$ cat config.mk
export PLATFORM = sky130hd
export DESIGN_NAME = fifo_stream_adapter_flat
export DESIGN_NICKNAME = d
export VERILOG_FILES = /design/src/rtl/fifo_stream_adapter_if.sv /design/src/rtl/fifo_stream_adapter.sv /design/src/flat_wrapper.sv
export SDC_FILE = /design/constraint.sdc
export NUM_CORES = 1
export LEC_CHECK = 0
export ABC_AREA = 1
export BUFFER_PORTS_ARGS = -buffer_cell sky130_fd_sc_hd__buf_2
export CORE_MARGIN = 1.5
export CORE_UTILIZATION = 33
export DETAILED_ROUTE_END_ITERATION = 6
export GPL_ROUTABILITY_DRIVEN = 0
export SLEW_MARGIN = 20
export SYNTH_ARGS = -nofsm -noshare
export SYNTH_HDL_FRONTEND = slang
export SYNTH_SLANG_ARGS = --single-unit
$ cat constraint.sdc
create_clock -name clk_i -period 1.15 [get_ports clk_i]
set_input_delay 0.1725 -clock clk_i [delete_from_list [all_inputs] [get_ports clk_i]]
set_output_delay 0.1725 -clock clk_i [all_outputs]
set_load 0.02 [all_outputs]
$ cat src/rtl/fifo_stream_adapter_if.sv
// Handshake bundle between an upstream FIFO read port and a valid/ready stream.
// The adapter takes the master view; the environment takes the slave view.
interface fifo_stream_adapter_if #(
    parameter int DATA_WIDTH = 32
);
    logic                  fifo_empty_i;
    logic [DATA_WIDTH-1:0] fifo_rd_data_i;
    logic                  fifo_read_o;
    logic                  m_valid_o;
    logic                  m_ready_i;
    logic [DATA_WIDTH-1:0] m_data_o;

    modport master (
        input  fifo_empty_i,
        input  fifo_rd_data_i,
        input  m_ready_i,
        output fifo_read_o,
        output m_valid_o,
        output m_data_o
    );

    modport slave (
        output fifo_empty_i,
        output fifo_rd_data_i,
        output m_ready_i,
        input  fifo_read_o,
        input  m_valid_o,
        input  m_data_o
    );
endinterface

$ cat src/rtl/fifo_stream_adapter.sv
// Upstream FIFO read port to valid/ready stream adapter with a 2-entry skid buffer.
// Define FIFO_STREAM_ADAPTER_CNT_EN to add the xfer_count_o accepted-beat counter.
//
// state    | meaning
// ---------+-------------------------------------------------
// ST_EMPTY | no word held, m_valid_o low
// ST_ONE   | word in output register only
// ST_TWO   | output register and skid register both full
module fifo_stream_adapter #(
    parameter int DATA_WIDTH = 32,
    parameter int FWFT       = 1
) (
    input  logic                  clk_i,
    input  logic                  rst_n_i,
`ifdef FIFO_STREAM_ADAPTER_CNT_EN
    output logic [31:0]           xfer_count_o,
`endif
    fifo_stream_adapter_if.master bus
);

    localparam logic [1:0] ST_EMPTY = 2'd0;
    localparam logic [1:0] ST_ONE   = 2'd1;
    localparam logic [1:0] ST_TWO   = 2'd2;

    logic [1:0]            state_q;
    logic [1:0]            state_d;
    logic [DATA_WIDTH-1:0] out_q;
    logic [DATA_WIDTH-1:0] skid_q;
    logic                  m_valid;
    logic                  pop;
    logic                  capture;
    logic                  inflight;
    logic                  fifo_read;
    logic [2:0]            pending;

    assign m_valid = (state_q != ST_EMPTY);
    assign pop     = m_valid & bus.m_ready_i;

    // Words owned after this edge; state encoding doubles as occupancy.
    assign pending   = {1'b0, state_q} + {2'b00, inflight} - {2'b00, pop};
    assign fifo_read = rst_n_i & ~bus.fifo_empty_i & (pending < 3'd2);

    assign bus.fifo_read_o = fifo_read;
    assign bus.m_valid_o   = m_valid;
    assign bus.m_data_o    = out_q;

    generate
        if (FWFT != 0) begin : g_fwft
            assign inflight = 1'b0;
            assign capture  = fifo_read;
        end else begin : g_registered
            logic inflight_q;

            always_ff @(posedge clk_i or negedge rst_n_i) begin
                if (!rst_n_i) begin
                    inflight_q <= 1'b0;
                end else begin
                    inflight_q <= fifo_read;
                end
            end

            assign inflight = inflight_q;
            assign capture  = inflight_q;
        end
    endgenerate

    always_comb begin
        state_d = state_q;
        case (state_q)
            ST_EMPTY: begin
                if (capture) begin
                    state_d = ST_ONE;
                end
            end
            ST_ONE: begin
                if (capture && !pop) begin
                    state_d = ST_TWO;
                end else if (pop && !capture) begin
                    state_d = ST_EMPTY;
                end
            end
            ST_TWO: begin
                if (pop && !capture) begin
                    state_d = ST_ONE;
                end
            end
            default: state_d = ST_EMPTY;
        endcase
    end

    always_ff @(posedge clk_i or negedge rst_n_i) begin
        if (!rst_n_i) begin
            state_q <= ST_EMPTY;
        end else begin
            state_q <= state_d;
        end
    end

    // Later assignments win: a capture into an empty or draining output
    // register overrides the skid move, which only applies in ST_TWO anyway.
    always_ff @(posedge clk_i or negedge rst_n_i) begin
        if (!rst_n_i) begin
            out_q  <= '0;
            skid_q <= '0;
        end else begin
            if (pop && state_q == ST_TWO) begin
                out_q <= skid_q;
            end
            if (capture) begin
                if (state_q == ST_EMPTY || (state_q == ST_ONE && pop)) begin
                    out_q <= bus.fifo_rd_data_i;
                end else begin
                    skid_q <= bus.fifo_rd_data_i;
                end
            end
        end
    end

`ifdef FIFO_STREAM_ADAPTER_CNT_EN
    logic [31:0] xfer_count_q;

    always_ff @(posedge clk_i or negedge rst_n_i) begin
        if (!rst_n_i) begin
            xfer_count_q <= 32'd0;
        end else if (pop) begin
            xfer_count_q <= xfer_count_q + 32'd1;
        end
    end

    assign xfer_count_o = xfer_count_q;
`endif

    a_no_read_when_empty: assert property (
        @(posedge clk_i) disable iff (!rst_n_i) !(fifo_read && bus.fifo_empty_i));

    a_no_overflow: assert property (
        @(posedge clk_i) disable iff (!rst_n_i) capture |-> (state_q != ST_TWO || pop));

    a_legal_state: assert property (
        @(posedge clk_i) disable iff (!rst_n_i) state_q != 2'd3);

    a_hold_until_pop: assert property (
        @(posedge clk_i) disable iff (!rst_n_i)
        (m_valid && !bus.m_ready_i) |=> (m_valid && $stable(out_q)));

endmodule

$ cat src/flat_wrapper.sv
// flat-port wrapper written by rule: the top's interface ports become plain ports
module fifo_stream_adapter_flat 
#(
    parameter int DATA_WIDTH = 32,
    parameter int FWFT       = 1
)
  (clk_i, rst_n_i, bus_fifo_empty_i, bus_fifo_rd_data_i, bus_m_ready_i, bus_fifo_read_o, bus_m_valid_o, bus_m_data_o);
  fifo_stream_adapter_if #(.DATA_WIDTH(DATA_WIDTH)) bus_i ();
  input  logic clk_i;
  input  logic rst_n_i;
  input wire logic [$bits(bus_i.fifo_empty_i)-1:0] bus_fifo_empty_i;
  input wire logic [$bits(bus_i.fifo_rd_data_i)-1:0] bus_fifo_rd_data_i;
  input wire logic [$bits(bus_i.m_ready_i)-1:0] bus_m_ready_i;
  output wire logic [$bits(bus_i.fifo_read_o)-1:0] bus_fifo_read_o;
  output wire logic [$bits(bus_i.m_valid_o)-1:0] bus_m_valid_o;
  output wire logic [$bits(bus_i.m_data_o)-1:0] bus_m_data_o;
  assign bus_i.fifo_empty_i = bus_fifo_empty_i;
  assign bus_i.fifo_rd_data_i = bus_fifo_rd_data_i;
  assign bus_i.m_ready_i = bus_m_ready_i;
  assign bus_fifo_read_o = bus_i.fifo_read_o;
  assign bus_m_valid_o = bus_i.m_valid_o;
  assign bus_m_data_o = bus_i.m_data_o;
  fifo_stream_adapter #(.DATA_WIDTH(DATA_WIDTH), .FWFT(FWFT)) u_core (.clk_i(clk_i), .rst_n_i(rst_n_i), .bus(bus_i));
endmodule
==> run summary, run 1 <==
status: complete, but fails checks
violated checks: negative setup slack
Syn Nets: 462
Worst Max-Slew Pin Slew: 0.8487 ns
RSZ-0062 raised after global routing: yes
die span in y: 103.5 um
IO buf count: 69
asr flop ratio synth: 1.000
DR vias/cell: 5.090
Max Slew Vio Count: 0
Power Density: 2562 nW/um^2
vias: 3344
CP Depth: 4
global-route wire length before repair: 16300 um
R2R setup slack: -0.25 ns
post-synthesis sequential area ratio: 0.4953
Yosys reg bits: 66
number of remaining DRC errors: 0
critical path buffer and inverter count: 2
Slew headroom: 0.4342
Num CTS Buffers: 9
Worst Hold Class: primary input to async pin
WP data arrival: 1.26 ns
1st-iter DRT viols: 232
Die Width: 103.5 um
Synth cell types: 18
Post-CTS Hold Buffers: 0
max frequency: 0.6986 GHz
Initial Util: 0.3411
largest net degree at the start of global routing: 67
worst stage delay on the critical path: 0.39 ns
Syn Std Cell Area: 3334 um^2
Syn-to-layout area delta: 46.12%
met1 GRT Util: 0.2498
Clock Latency Late Sink: 0.35 ns
# setup viols final: 68
Core Region: 9774 um^2
clock skew: 0.006331 ns
overall routing resource usage: 0.1897
CP max-delay cell: dfrtp_1
Boundary Pins: 70
dpl cells: 624
average wire per standard cell: 16.05 um
met2 Track Usage GR: 0.3067
Layout Nets: 555
Synth Warn #: 0
count leader, synth: nand2_1
area of the die: 10720 um^2
top post-synthesis cells by count: nand2_1 (165), dfrtp_1 (66), nand4_1 (64)
Post-Layout Cell Count: 657
Syn Inst Count: 426
maximum VDD drop: 0.0009667 V
delay-heaviest family, CP: flip-flops
final core occ: 0.4985
FILL cells: 923
vias in the first global route: 3198
initial antenna violation count: 0
total power: 12.48 mW
clock tree buffer depth: 2
r2r worst-path depth: 8
ratio of cells with drive above 1 in the final layout: 0.4027
largest area contributor in the netlist: dfrtp_1
Critical Path Sink Type: output port
Avg Inst Size Synth: 7.827 um^2
clk sinks: 66
Worst Slack Setup Final: -0.2815 ns
Synth area leaders: dfrtp_1 (50%), nand2_1 (19%), nand4_1 (12%), nand3_1 (7.4%), inv_1 (3.6%)
Detailed Place HPWL: 6195 um
GR Overflow Total: 0
Max Cap Viol: 0
Max FO, Critical Path: 5
fin crit period: 1.432 ns
GR Util met3: 0.04594
number of synthesized flops with an enable pin: 0
r2r endpoint: u_core.skid_q[5]
reg2reg start: u_core.state_q[1]
gr busiest metal: met2
CP required: 0.98 ns
num rows: 36
Synth top area share: 0.4953
DRT Pass-1 Iters: 4
crit path kind: register to output port
Top FF cell, synth: dfrtp_1
CP cell instances: inv_2, nand2_4, a21oi_4, buf_6
Worst-path clk slew: 0.08 ns
number of antenna diodes: 0
Routed Antenna Nets: 0
H-Tree Depth: 3
Worst setup SP type: register
setup TNS: -13.25 ns
Leakage: 2.583 nW
final worst-path cycle share: 1.245
CTS tree: built
Root Buffer: clkbuf_8
Final Hold Viols: 0
WL final: 10550 um
-- area by class of cell --
type	count	area [um^2]	share of cell area
Clock buffer	9	123.9	0.02542
Clock inverter	7	141.4	0.02902
Inverter	36	152.6	0.03133
Multi-Input combinational cell	288	1647	0.3380
Sequential cell	66	1653	0.3392
Tap cell	133	166.4	0.03416
Timing Repair Buffer	118	988.4	0.2029
-- registers in the layout, indices dropped and copies added (netlist names) --
| name | flops |
|---|---|
| u_core.bus.m_data_o | 32 |
| u_core.skid_q | 32 |
| u_core.state_q | 2 |
-- kinds of logic (layout without fill, tap and decap cells) --
logic type	after synthesis	count (layout)	share of synthesized area
simple gates	285	285	0.3992
flops	66	66	0.4953
buf+inv	72	170	0.1009
compound gates	3	3	0.004501
-- what timing repair did --
item / in CTS / in global routing
setup buffers: 6 / 6
setup endpoints to repair: 66 / 68
gates cloned: 4 / 4
pin swaps: 1 / 17
endpoints found under the hold margin: 0 / 0
gates resized for setup: 28 / 91
-- report_power, final --
part | internal [mW] | switching (mW) | leakage (nW) | total (mW)
Clock | 1.66 | 0.962 | 0.129 | 2.62
Sequential | 3.44 | 0.671 | 0.818 | 4.11
Combinational | 2.38 | 3.37 | 1.64 | 5.76
Total | 7.48 | 5.00 | 2.58 | 12.5
-- worst max path at each step --
stage                      startpoint                      to
floorplan           u_core.state_q[0]       u_core.skid_q[15]
global placement    u_core.state_q[1]  u_core.bus.m_data_o[0]
detailed placement  u_core.state_q[0]       u_core.skid_q[30]
CTS                 u_core.state_q[1]         bus_fifo_read_o
global route        u_core.state_q[0]         bus_fifo_read_o
finish              u_core.state_q[0]         bus_fifo_read_o
-- layer usage --
| layer | wire length (um) | vias up |
|---|---|---|
| li1 | - | 1599 |
| met1 | 4530 | 1622 |
| met2 | 5271 | 106 |
| met3 | 600 | 17 |
| met4 | 144 | 0 |
| met5 | 0 | - |
-- metrics by stage --
| step | hold slack [ns] | area, um^2 | worst slack, ns |
|---|---|---|---|
| after floorplan | -0.1231 | 3338 | -0.01126 |
| after global placement | 0.4221 | 3939 | -0.05146 |
| after detailed placement | 0.4305 | 3939 | -0.05296 |
| after CTS | 0.05931 | 4459 | -0.2514 |
| after global routing | 0.05123 | 4872 | -0.3043 |
| final | 0.02411 | 4872 | -0.2815 |
-- worst reg2reg max path, cell delays in order, from the launching register on --
cell	delay, ns
dfrtp_2	0.42
buf_6	0.13
inv_6	0.04
buf_6	0.12
nand2_8	0.12
nand3_4	0.15
buf_8	0.18
nand2_1	0.07
nand2_1	0.06
-- cells in the final DEF, fill, tap and decap left out, types with 6 or more instances in the layout --
| cell type | instances |
|---|---|
| dfrtp_1 | 65 |
| buf_8 | 6 |
| nand2_1 | 130 |
| nand4_1 | 64 |
| inv_1 | 32 |
| buf_2 | 67 |
| nand2_2 | 30 |
| buf_4 | 21 |
| nand3_2 | 30 |
| clkbuf_8 | 9 |
| nand3_1 | 19 |
| buf_6 | 12 |
| buf_12 | 7 |
| nand2_4 | 7 |
Power figures use the tool's default switching activity.
==> run 2, diff against run 1 <==
--- a/config.mk
+++ b/config.mk
@@ -6,10 +6,10 @@
 export NUM_CORES = 1
 export LEC_CHECK = 0
 export ABC_AREA = 1
-export BUFFER_PORTS_ARGS = -buffer_cell sky130_fd_sc_hd__buf_2
 export CORE_MARGIN = 1.5
 export CORE_UTILIZATION = 33
 export DETAILED_ROUTE_END_ITERATION = 6
+export DONT_BUFFER_PORTS = 1
 export GPL_ROUTABILITY_DRIVEN = 0
 export SLEW_MARGIN = 20
 export SYNTH_ARGS = -nofsm -noshare
==> run 2 against run 1 <==
Compared with the run above: the run ends with negative hold slack, negative setup slack left; maximum frequency is 1.3% lower; combinational power is 10% lower; sequential cell count stayed put; final cell count is 3.7% lower; hold slack worse by 0.51 ns; largest power group unchanged.
==> run summary, run 2 (same netlist as run 1, synthesis figures left out) <==
Core Region: 9774 um^2 (unchanged)
Power Density: 2366 nW/um^2 (-7.7%)
FILL cells: 912 (-1.2%)
Detailed Place HPWL: 6036 um (-2.6%)
Layout Nets: 531 (-4.3%)
Max Slew Vio Count: 0 (unchanged)
WHS: -0.4840 ns (-0.5081 ns)
DRT Pass-1 Iters: 4 (unchanged)
Max FO, Critical Path: 2 (-3)
max frequency: 0.6892 GHz (-1.3%)
Worst Max-Slew Pin Slew: 0.3398 ns (-0.5089 ns)
largest net degree at the start of global routing: 68 (+1.5%)
vias: 3253 (-2.7%)
crit path kind: register to output port
critical path buffer and inverter count: 3 (+1)
clock skew: 0.004752 ns (-0.001579 ns)
WP data arrival: 1.28 ns (+0.02 ns)
Worst Slack Setup Final: -0.3009 ns (-0.01935 ns)
Final Hold Viols: 66 (+66)
Boundary Pins: 70 (unchanged)
Root Buffer: clkbuf_8
status: complete, but fails checks
reg2reg start: u_core.state_q[0]
CP most frequent cell: buf_6
initial antenna violation count: 0 (unchanged)
Num CTS Buffers: 9 (unchanged)
Clock Latency Late Sink: 0.34 ns (about the same)
final worst-path cycle share: 1.262 (+0.01683)
Max Cap Viol: 0 (unchanged)
number of remaining DRC errors: 0 (unchanged)
Post-CTS Hold Buffers: 32 (+32)
CP max-delay cell: dfrtp_1
clk sinks: 66 (unchanged)
num rows: 36 (unchanged)
CP required: 0.98 ns (about the same)
CTS tree: built
1st-iter DRT viols: 235 (+1.3%)
vias in the first global route: 3284 (+2.7%)
clock tree buffer depth: 2 (unchanged)
R2R setup slack: -0.26 ns (about the same)
# setup viols final: 68 (unchanged)
ratio of cells with drive above 1 in the final layout: 0.3240 (-0.07867)
Worst-path clk slew: 0.07 ns (about the same)
number of antenna diodes: 0 (unchanged)
final core occ: 0.5211 (+0.02266)
Die Width: 103.5 um (unchanged)
area of the die: 10720 um^2 (unchanged)
Leakage: 2.526 nW (-2.2%)
worst stage delay on the critical path: 0.40 ns (about the same)
Setup crit start: u_core.state_q[0]
GR Overflow Total: 0 (unchanged)
H-Tree Depth: 3 (unchanged)
fin crit period: 1.451 ns (+0.01935 ns)
global-route wire length before repair: 17080 um (+4.8%)
most common cell after layout, fill and taps aside: nand2_1
CP cell instances: inv_2, nand2_4, buf_6, a21oi_4, buf_6
IO buf count: 0 (-100%)
Routed Antenna Nets: 0 (unchanged)
Slew headroom: 0.7735 (+0.3393)
pre-CTS WS: -0.04664 ns (+0.006323 ns)
Syn-to-layout area delta: 52.76%
average wire per standard cell: 16.79 um (+4.6%)
violated checks: negative hold slack, negative setup slack
commonest non-fill, non-tap cells in the layout: nand2_1 (108), dfrtp_1 (65), nand4_1 (64)
overall routing resource usage: 0.1998 (+0.01005)
maximum VDD drop: 0.001312 V (+36%)
Critical Path Sink Type: output port
Initial Util: 0.3411 (unchanged)
WL final: 10630 um (+0.77%)
die span in y: 103.5 um (unchanged)
delay-heaviest family, CP: flip-flops
DR vias/cell: 5.139 (+0.97%)
RSZ-0062 raised after global routing: yes
Worst Hold Class: primary input to async pin
Worst setup SP type: register
==> run 2: cell types whose count changed in the layout (fill, tap and decap cells not counted), sizes merged <==
cell | previous run | this run
buf | 115 | 61
dlygate4sd3 | 0 | 32
bufinv | 4 | 1
clkbuf | 12 | 15
clkinv | 3 | 2
clkinvlp | 1 | 0
==> run 2: worst paths after layout <==
| path | cells after the start | end |
|---|---|---|
| max reg2reg | 10 | u_core.bus.m_data_o[29] |
| min reg2reg | 2 | u_core.skid_q[5] |
| min in group clk_i | 3 | u_core.skid_q[30] |
| max | 5 | bus_fifo_read_o |
| min | 0 | u_core.bus.m_data_o[30] |
| max in group asynchronous | 0 | u_core.bus.m_data_o[18] |
==> run 2: final cells by class <==
class | count | area, um^2 | area share
clock inverters | 2 | 35.03 | 0.006878
multi-input cells | 288 | 1765 | 0.3466
inverters | 36 | 147.6 | 0.02899
flip-flops and latches | 66 | 1653 | 0.3245
clock buffers | 14 | 162.7 | 0.03193
well taps | 133 | 166.4 | 0.03267
repair buffers | 94 | 1164 | 0.2284
==> run 2: repair_timing <==
item | in CTS | in global routing
gates resized for setup | 77 | 94
pin swaps | 23 | 53
buffers inserted | 19 | 8
gates cloned | 8 | 1
endpoints found under the hold margin | 130 | 66
setup endpoints to repair | 66 | 68
==> run 2: stage by stage <==
stage	TNS (ns)	std cells	hold WS, ns	power, mW	instance area, um^2
detailed placement	-1.820	556	-0.1216	7.969	3601
floorplan	-0.3347	426	-0.1231	6.909	3338
CTS	-13.06	629	-0.4944	11.04	4717
finish	-13.56	633	-0.4840	12.05	5094
global route	-17.34	633	-0.5035	12.84	5094
global placement	-0.2179	556	-0.1214	7.868	3601
==> run 2: power by group <==
| group | total, mW | internal, mW | switching (mW) |
|---|---|---|---|
| logic | 5.16 | 2.49 | 2.67 |
| registers | 4.87 | 3.44 | 1.44 |
| clock network | 2.02 | 1.12 | 0.894 |
| total | 12.1 | 7.05 | 5.00 |
==> run 2: per-layer routing <==
layer | share of wire | up-vias | routed length [um] | global-route usage
met5 | 0 | - | 0 | 0
li1 | - | 1549 | - | -
met3 | 0.067 | 15 | 716 | 0.04657
met1 | 0.40 | 1578 | 4301 | 0.2560
met2 | 0.51 | 111 | 5429 | 0.3257
met4 | 0.017 | 0 | 180 | 0.08234
==> run 2: worst register-to-register path, stage by stage, from the launching register on <==
cell and delay, ns:
dfrtp_1 0.40, inv_2 0.10, buf_6 0.11, buf_6 0.09, nand3_4 0.09, buf_12 0.16, buf_12 0.15, nand2_4 0.06
nand2_2 0.05, nand2_1 0.05, nand2_1 0.05
